**src/rtl/id_ex_stage_pkg.sv**
```systemverilog
// Shared pipeline types for the decode/execute boundary.
// Control bundle layout and forwarding-select encodings.
package id_ex_stage_pkg;

    localparam int unsigned XLEN_DEFAULT = 32;

    typedef struct packed {
        logic [3:0] alucontrol;
        logic       regwrite;
        logic       alusrc;
        logic       memwrite;
        logic       wdsel;
        logic       resultsrc;
    } ctrl_t;

    localparam logic [1:0] FWD_REG = 2'b00;
    localparam logic [1:0] FWD_MEM = 2'b10;
    localparam logic [1:0] FWD_WB  = 2'b01;

endpackage

```
**src/rtl/id_ex_stage_fwd_unit.sv**
```systemverilog
// Operand forwarding select for one EX source register.
// The youngest producer (MEM) wins over WB; x0 never forwards.
module fwd_unit
    import id_ex_stage_pkg::*;
(
    input  logic       valid,
    input  logic [4:0] rs,
    input  logic [4:0] m_rd,
    input  logic       m_regwrite,
    input  logic [4:0] w_rd,
    input  logic       w_regwrite,
    output logic [1:0] fwd
);

    logic m_hit;
    logic w_hit;

    assign m_hit = m_regwrite & (m_rd != 5'd0) & (m_rd == rs);
    assign w_hit = w_regwrite & (w_rd != 5'd0) & (w_rd == rs);

    always_comb begin
        fwd = FWD_REG;
        if (valid) begin
            if (m_hit)
                fwd = FWD_MEM;
            else if (w_hit)
                fwd = FWD_WB;
        end
    end

endmodule

```
**src/rtl/id_ex_stage.sv**
```systemverilog
// ID/EX pipeline register with load-use stall, flush bubbles,
// operand forwarding selects and a saturating bubble counter.
module id_ex_stage
    import id_ex_stage_pkg::*;
#(
    parameter int XLEN = XLEN_DEFAULT,
    parameter int CNTW = 16
) (
    input  logic            clk,
    input  logic            rst_n,
    input  logic            d_valid,
    input  ctrl_t           d_ctrl,
    input  logic [XLEN-1:0] d_rd1,
    input  logic [XLEN-1:0] d_rd2,
    input  logic [XLEN-1:0] d_imm,
    input  logic [XLEN-1:0] d_pc,
    input  logic [4:0]      d_rs1,
    input  logic [4:0]      d_rs2,
    input  logic [4:0]      d_rd,
    input  logic [2:0]      d_funct3,
    input  logic            flush_e,
    input  logic [4:0]      m_rd,
    input  logic [4:0]      w_rd,
    input  logic            m_regwrite,
    input  logic            w_regwrite,
    output logic            e_valid,
    output ctrl_t           e_ctrl,
    output logic [XLEN-1:0] e_rd1,
    output logic [XLEN-1:0] e_rd2,
    output logic [XLEN-1:0] e_imm,
    output logic [XLEN-1:0] e_pc,
    output logic [4:0]      e_rs1,
    output logic [4:0]      e_rs2,
    output logic [4:0]      e_rd,
    output logic [2:0]      e_funct3,
    output logic            stall_fd,
    output logic [1:0]      fwd_a,
    output logic [1:0]      fwd_b,
    output logic [CNTW-1:0] bubble_cnt
);

    logic hazard;
    logic bubble;
    logic cnt_inc;

    // Both sources are compared whatever the format; a false stall is harmless.
    assign hazard = e_valid & e_ctrl.resultsrc & (e_rd != 5'd0) & d_valid
                  & ((e_rd == d_rs1) | (e_rd == d_rs2));

    assign stall_fd = hazard & ~flush_e;
    assign bubble   = flush_e | hazard;
    assign cnt_inc  = bubble & d_valid & (bubble_cnt != {CNTW{1'b1}});

    always_ff @(posedge clk or negedge rst_n) begin
        if (!rst_n) begin
            e_valid  <= 1'b0;
            e_ctrl   <= '0;
            e_rd1    <= '0;
            e_rd2    <= '0;
            e_imm    <= '0;
            e_pc     <= '0;
            e_rs1    <= '0;
            e_rs2    <= '0;
            e_rd     <= '0;
            e_funct3 <= '0;
        end else if (bubble) begin
            e_valid  <= 1'b0;
            e_ctrl   <= '0;
            e_rd1    <= '0;
            e_rd2    <= '0;
            e_imm    <= '0;
            e_pc     <= '0;
            e_rs1    <= '0;
            e_rs2    <= '0;
            e_rd     <= '0;
            e_funct3 <= '0;
        end else begin
            e_valid  <= d_valid;
            e_ctrl   <= d_valid ? d_ctrl : '0;
            e_rd1    <= d_rd1;
            e_rd2    <= d_rd2;
            e_imm    <= d_imm;
            e_pc     <= d_pc;
            e_rs1    <= d_rs1;
            e_rs2    <= d_rs2;
            e_rd     <= d_rd;
            e_funct3 <= d_funct3;
        end
    end

    always_ff @(posedge clk or negedge rst_n) begin
        if (!rst_n)
            bubble_cnt <= '0;
        else if (cnt_inc)
            bubble_cnt <= bubble_cnt + CNTW'(1);
    end

    fwd_unit u_fwd_a (
        .valid      (e_valid),
        .rs         (e_rs1),
        .m_rd       (m_rd),
        .m_regwrite (m_regwrite),
        .w_rd       (w_rd),
        .w_regwrite (w_regwrite),
        .fwd        (fwd_a)
    );

    fwd_unit u_fwd_b (
        .valid      (e_valid),
        .rs         (e_rs2),
        .m_rd       (m_rd),
        .m_regwrite (m_regwrite),
        .w_rd       (w_rd),
        .w_regwrite (w_regwrite),
        .fwd        (fwd_b)
    );

endmodule

```
**config.mk**
```make
export PLATFORM = sky130hd
export DESIGN_NAME = id_ex_stage
export DESIGN_NICKNAME = d
export VERILOG_FILES = /design/src/rtl/id_ex_stage_pkg.sv /design/src/rtl/id_ex_stage_fwd_unit.sv /design/src/rtl/id_ex_stage.sv
export SDC_FILE = /design/constraint.sdc
export NUM_CORES = 1
export LEC_CHECK = 0
export CAP_MARGIN = 20
export CORE_MARGIN = 10
export CORE_UTILIZATION = 39
export DETAILED_ROUTE_END_ITERATION = 10
export PLACE_DENSITY = 0.91
export SLEW_MARGIN = 20
export SYNTH_ARGS = -nofsm -noshare
export SYNTH_HDL_FRONTEND = slang
export SYNTH_HIERARCHICAL = 1
export SYNTH_SLANG_ARGS = --single-unit
export TNS_END_PERCENT = 30
```
**constraint.sdc**
```tcl
create_clock -name clk -period 1.9 [get_ports clk]
set_input_delay 0.19 -clock clk [delete_from_list [all_inputs] [get_ports clk]]
set_output_delay 0.19 -clock clk [all_outputs]
set_load 0.05 [all_outputs]
```
; Yosys cells after proc, flatten, opt, wreduce, memory -nomap -nowiden
; Cells that the tools add are included.
[op_classes]
add_sub_neg = 1
eq_ne = 7
muxes = 17
bitwise_logic = 16
reduce_logical = 3
[op_table]
columns = cell, n
row1 = $mux W32, 4
row2 = $eq A5 B5 Y1, 6
row3 = $mux W9, 2
row4 = $add A16 B1 Y16 const B, 1
row5 = $ne A16 B16 Y1 const B, 1
row6 = $mux W5, 3
row7 = $reduce_bool A5 Y1, 3
row8 = $and A1 B1 Y1, 13
row9 = $mux W2, 4
row10 = $mux W1, 3
row11 = $mux W3, 1
row12 = $or A1 B1 Y1, 2
row13 = $not A1 Y1, 1
[totals]
reg_bits = 172
input_bits = 171

; Longest topological paths before layout
[depth]
word_depth = 7
mapped_depth = 7
depth_no_buf = 7

; Cells and area by module
; Netlist, hierarchy kept.
[by_module_without_submodules]
columns = mod, instances, cells_per_inst, area_each_um2
row1 = id_ex_stage, 1, 426, 5993.2
row2 = fwd_unit, 2, 21, 151.4

; Least setup slack after synthesis
; Ideal clock, no wire load.
[synth_timing]
path_kind = reg2out
start = register e_rd[4]
end = output port stall_fd
t_arrival_ns = 1.881
required_ns = 1.710
setup_slack_ns = -0.171
path_stages_with_launch = 6
cell_sequence = dfrtp_1 > xnor2_1 > nand3_1 > o22ai_2 > nand2_1 > nor2_1
[synth_between]
elab_chain_cells = 5
[synth_rtl]
columns = element, line
row1 = "start, declared", id_ex_stage.sv:34  ; output logic [4:0] e_rd,
row2 = "start signal, assigned", id_ex_stage.sv:86  ; e_rd <= d_rd;
row3 = $reduce_bool A5 Y1, id_ex_stage.sv:47  ; assign hazard = e_valid & e_ctrl.resultsrc & (e_rd != 5'd0) & d_valid
row4 = $and A1 B1 Y1 (2 in a row), id_ex_stage.sv:47
row5 = $and A1 B1 Y1 *, id_ex_stage.sv:48  ; & ((e_rd == d_rs1) | (e_rd == d_rs2));
row6 = $and A1 B1 Y1 *, id_ex_stage.sv:50  ; assign stall_fd = hazard & ~flush_e;
row7 = "end, declared", id_ex_stage.sv:36  ; output logic stall_fd,
; Mark *: on every way between the ends. The rest lies on a longest branch, timed or not.

; Final worst setup path
[layout_timing]
start = register e_rs1[2]
end = output port fwd_a[1]
[layout_between]
elab_chain_cells = 4
[layout_rtl]
columns = element, line
row1 = "start, declared", id_ex_stage.sv:32  ; output logic [4:0] e_rs1,
row2 = "start signal, assigned", id_ex_stage.sv:84  ; e_rs1 <= d_rs1;
row3 = $eq A5 B5 Y1, id_ex_stage_fwd_unit.sv:18  ; assign m_hit = m_regwrite & (m_rd != 5'd0) & (m_rd == rs);
row4 = $and A1 B1 Y1, id_ex_stage_fwd_unit.sv:18
row5 = $mux W2, id_ex_stage_fwd_unit.sv:24  ; if (m_hit)
row6 = $mux W2, id_ex_stage_fwd_unit.sv:23  ; if (valid) begin
row7 = "end, declared", id_ex_stage.sv:37  ; output logic [1:0] fwd_a,
; No other way between the ends.

==> results.ini <==
[outcome]
status=complete, but fails checks
violations_in_the_final_reports=negative setup slack

[power_and_ir_drop]
total_power_mw=9.681
vdd.ir_drop.worst_mv=0.5417
total_power_density_per_cell_area_nw_per_um2=863.8
leakagePower_nw=5.124

[yosys]
synth_cell_types=38
syn_area_sq_um=6296
syn-mean-instance-area_sq_um=13.45
synth_fp_nets=640
synth_top_cells_by_area=dfrtp_1 68%, and2_1 15%, xnor2_1 2.9%, xor2_1 2.6%, and3_1 1.2%
most_common_cell_in_the_netlist=dfrtp_1
postSynth.asyncResetShare=1.000
synthTopCellsByCount=172 x dfrtp_1, 149 x and2_1, 21 x xnor2_1
yosysWarnings=6
seq_area_frac_synth=0.6836
number_of_instances_in_the_synthesized_netlist=468
synth_area_leader_cell=dfrtp_1
synth_edf_count=0
synth_largest_type_area_fraction=0.6836
dominantRegCellSynth=dfrtp_1
synth.ff_latch_count=172

[placed_design]
dpl.cell_count=1035
global_placement_routability_congestion=0.9331
dpl_worst_slack_ns=-0.2081
placement.io_buffers=347
hpwlAfterDp_microns=17310
placed_area_sq_um=10210

[timing]
worst_pin_slew_ns=0.5874
period_minus_slack_ns=2.047
finalHoldViolations=0
final_min_period_over_clock_period=1.077
finalClockSkew_ns=0.007795
max_clock_freq_mhz=488.6
maxSlewHeadroom=0.6072
finalSetupViolCount=7
timing.final.max_slew_violations=0
timing.final.ws_setup_ns=-0.1466
grt_setup_unrepaired=true

[min_path]
hp-class=primary input to asynchronous set/reset pin

[routing]
drt_wl_total_microns=23420
drt-vias-per-instance=4.635
met3_wl_microns=2328
vias=5029
drt-initial-drc-count=196
drt-pass1-iter-count=4
top_signal_layer_used=met5
met2_wire_len_microns=12280
drt.antenna.violating_nets=0
met1Wirelength_microns=8071
route.detailed.drc=0
wire_per_inst_microns=21.58

[grt]
total_routing_usage_reported_by_global_routing=0.1980
number_of_global_route_vias_before_repair=5476
grt_pass1_wl_microns=32600
antenna_violations_before_repair=2
grt_start_max_net_pins=80
global_route.overflow_total=0

[setup_path]
critPathMaxStageDelay_ns=0.47
setup.worst_path.end_class=output pin
critical_path.reg2reg.startpoint=e_rd[2]
critical_path_class=register to output pin
worstSetupStartpointType=register
critPathTopFamily=simple AND/OR/NAND/NOR gates
cp_max_fo=5
cp.buffers_inverters=1
critical-path-slowest-cell=dfrtp_2
setup.worst_path.start=e_rs1[2]
critical_path.cell_chain=xor2_1 -> nor3_2 -> and4_4 -> and2_4 -> buf_12
worst-endpoint-required_ns=1.71
cp.arrival_ns=1.86

[cts]
clock_tree_from_tritoncts=yes
clock_sink_count=172
cts.reportedPaths.clkPinSlew_ns=0.07
worst_skew_pair.late_latency_ns=0.42
cts-root-to-sink-buffers=2
clock-root-buffer=clkbuf_16
tritoncts.num_buffers=17
cts_max_level=4

[floorplan]
fp.coreArea_sq_um=15830
die_height_microns=147.1
total_die_area_sq_um=21630
initial_utilization=0.3978
ios=348
die_x_microns=147.1
row_count=46

[run]
drv_cap=0

[cells_and_area]
post_layout_nonfiller_instances=1085
area_growth_syn_to_layout_pct=78.02
layout-drive-gt1-share=0.1475
nNetsFinal=1028
total_non_filler_cell_area_in_the_finished_layout_sq_um=11210

-- per-layer routing --
layer / up-vias / track usage
li1: 2281 / -
met1: 2416 / 0.1981
met2: 281 / 0.3496
met3: 49 / 0.09337
met4: 2 / 0.07483
met5: - / 0
-- state kept, by name, indices dropped and copies added, names as in the netlist --
name and flops:
e_rd 5, bubble_cnt 16, e_valid 1, e_ctrl 9, e_rd2 32, e_rs2 5
e_pc 32, e_funct3 3, e_rd1 32, e_rs1 5, e_imm 32
-- power breakdown --
group          internal (mW)  leakage (nW)  switching, mW
Clock                   1.88         0.268           1.43
Sequential              3.89          2.21          0.159
Combinational          0.963          2.65           1.36
-- metrics by stage --
step,util,hold slack [ns],setup TNS (ns)
after global placement,0.6452,0.1330,-17.57
after CTS,0.6866,0.2527,-0.4417
after global routing,0.7080,0.2872,-5.170
after detailed placement,0.6452,0.1330,-17.62
final,0.7081,0.2684,-0.5931
after floorplan,-,-0.1056,-0.5578
-- final timing paths --
path	to	cells past startpoint	slack [ns]
hold reg to reg	bubble_cnt[15]	1	0.50
setup / recovery	fwd_a[1]	5	-0.15
max in group asynchronous	e_rd2[7]	3	0.95
hold / removal	e_ctrl[6]	2	0.27
setup reg to reg	bubble_cnt[1]	8	-0.06
min in group clk	e_rd2[20]	2	0.32
-- cell type report --
class,instances,area (sq um)
clock buffers,19,452.9
diodes,1,2.502
well taps,216,270.3
inverters,5,18.77
flip-flops and latches,172,4318
repair buffers,388,4015
clock inverters,12,113.9
fillers,1039,4619
multi-input cells,272,2017
-- what timing repair did --
action,4_1_cts,5_1_grt
hold endpoints to repair,36,0
endpoints found under the setup margin,27,147
buffers inserted,7,3
hold buffers,1,0
pin swaps,13,18
resized for setup,27,50
cloned,0,7
-- cell families (layout without fill, tap and decap cells) --
family,Yosys count,in the layout,synth area share
buffers and inverters,24,424,0.01808
XOR/XNOR,40,40,0.05564
AND/OR/NAND/NOR,217,217,0.2190
multiplexers,1,1,0.002384
adder cells (fa/ha/maj),1,1,0.001987
flip-flops,172,172,0.6836
AO/OA/AOI/OAI,13,13,0.01928
other,0,1,0
-- placed cells by master, fill, tap and decap left out, types with 4 or more instances in the layout --
cell / n
and2_1: 146
and3_1: 12
buf_12: 9
buf_4: 30
buf_6: 6
clkbuf_16: 21
clkdlybuf4s50_1: 308
clkinvlp_4: 4
dfrtp_1: 161
dfrtp_2: 11
dlygate4sd2_1: 13
dlymetal6s2s_1: 13
inv_1: 4
nand2_1: 8
nand3_1: 11
nor3_1: 7
nor4_4: 4
xnor2_1: 16
xnor2_2: 5
xor2_1: 19
-- worst register-to-register path, stage by stage, from the launching register on --
cell     delay, ns
dfrtp_2       0.46
xnor2_2       0.16
nand3_1       0.11
o22ai_2       0.11
buf_4         0.15
a21oi_4       0.32
buf_12        0.20
nor2_4        0.05
mux2_4        0.30
Note: power is estimated with default switching activity, not from simulation.
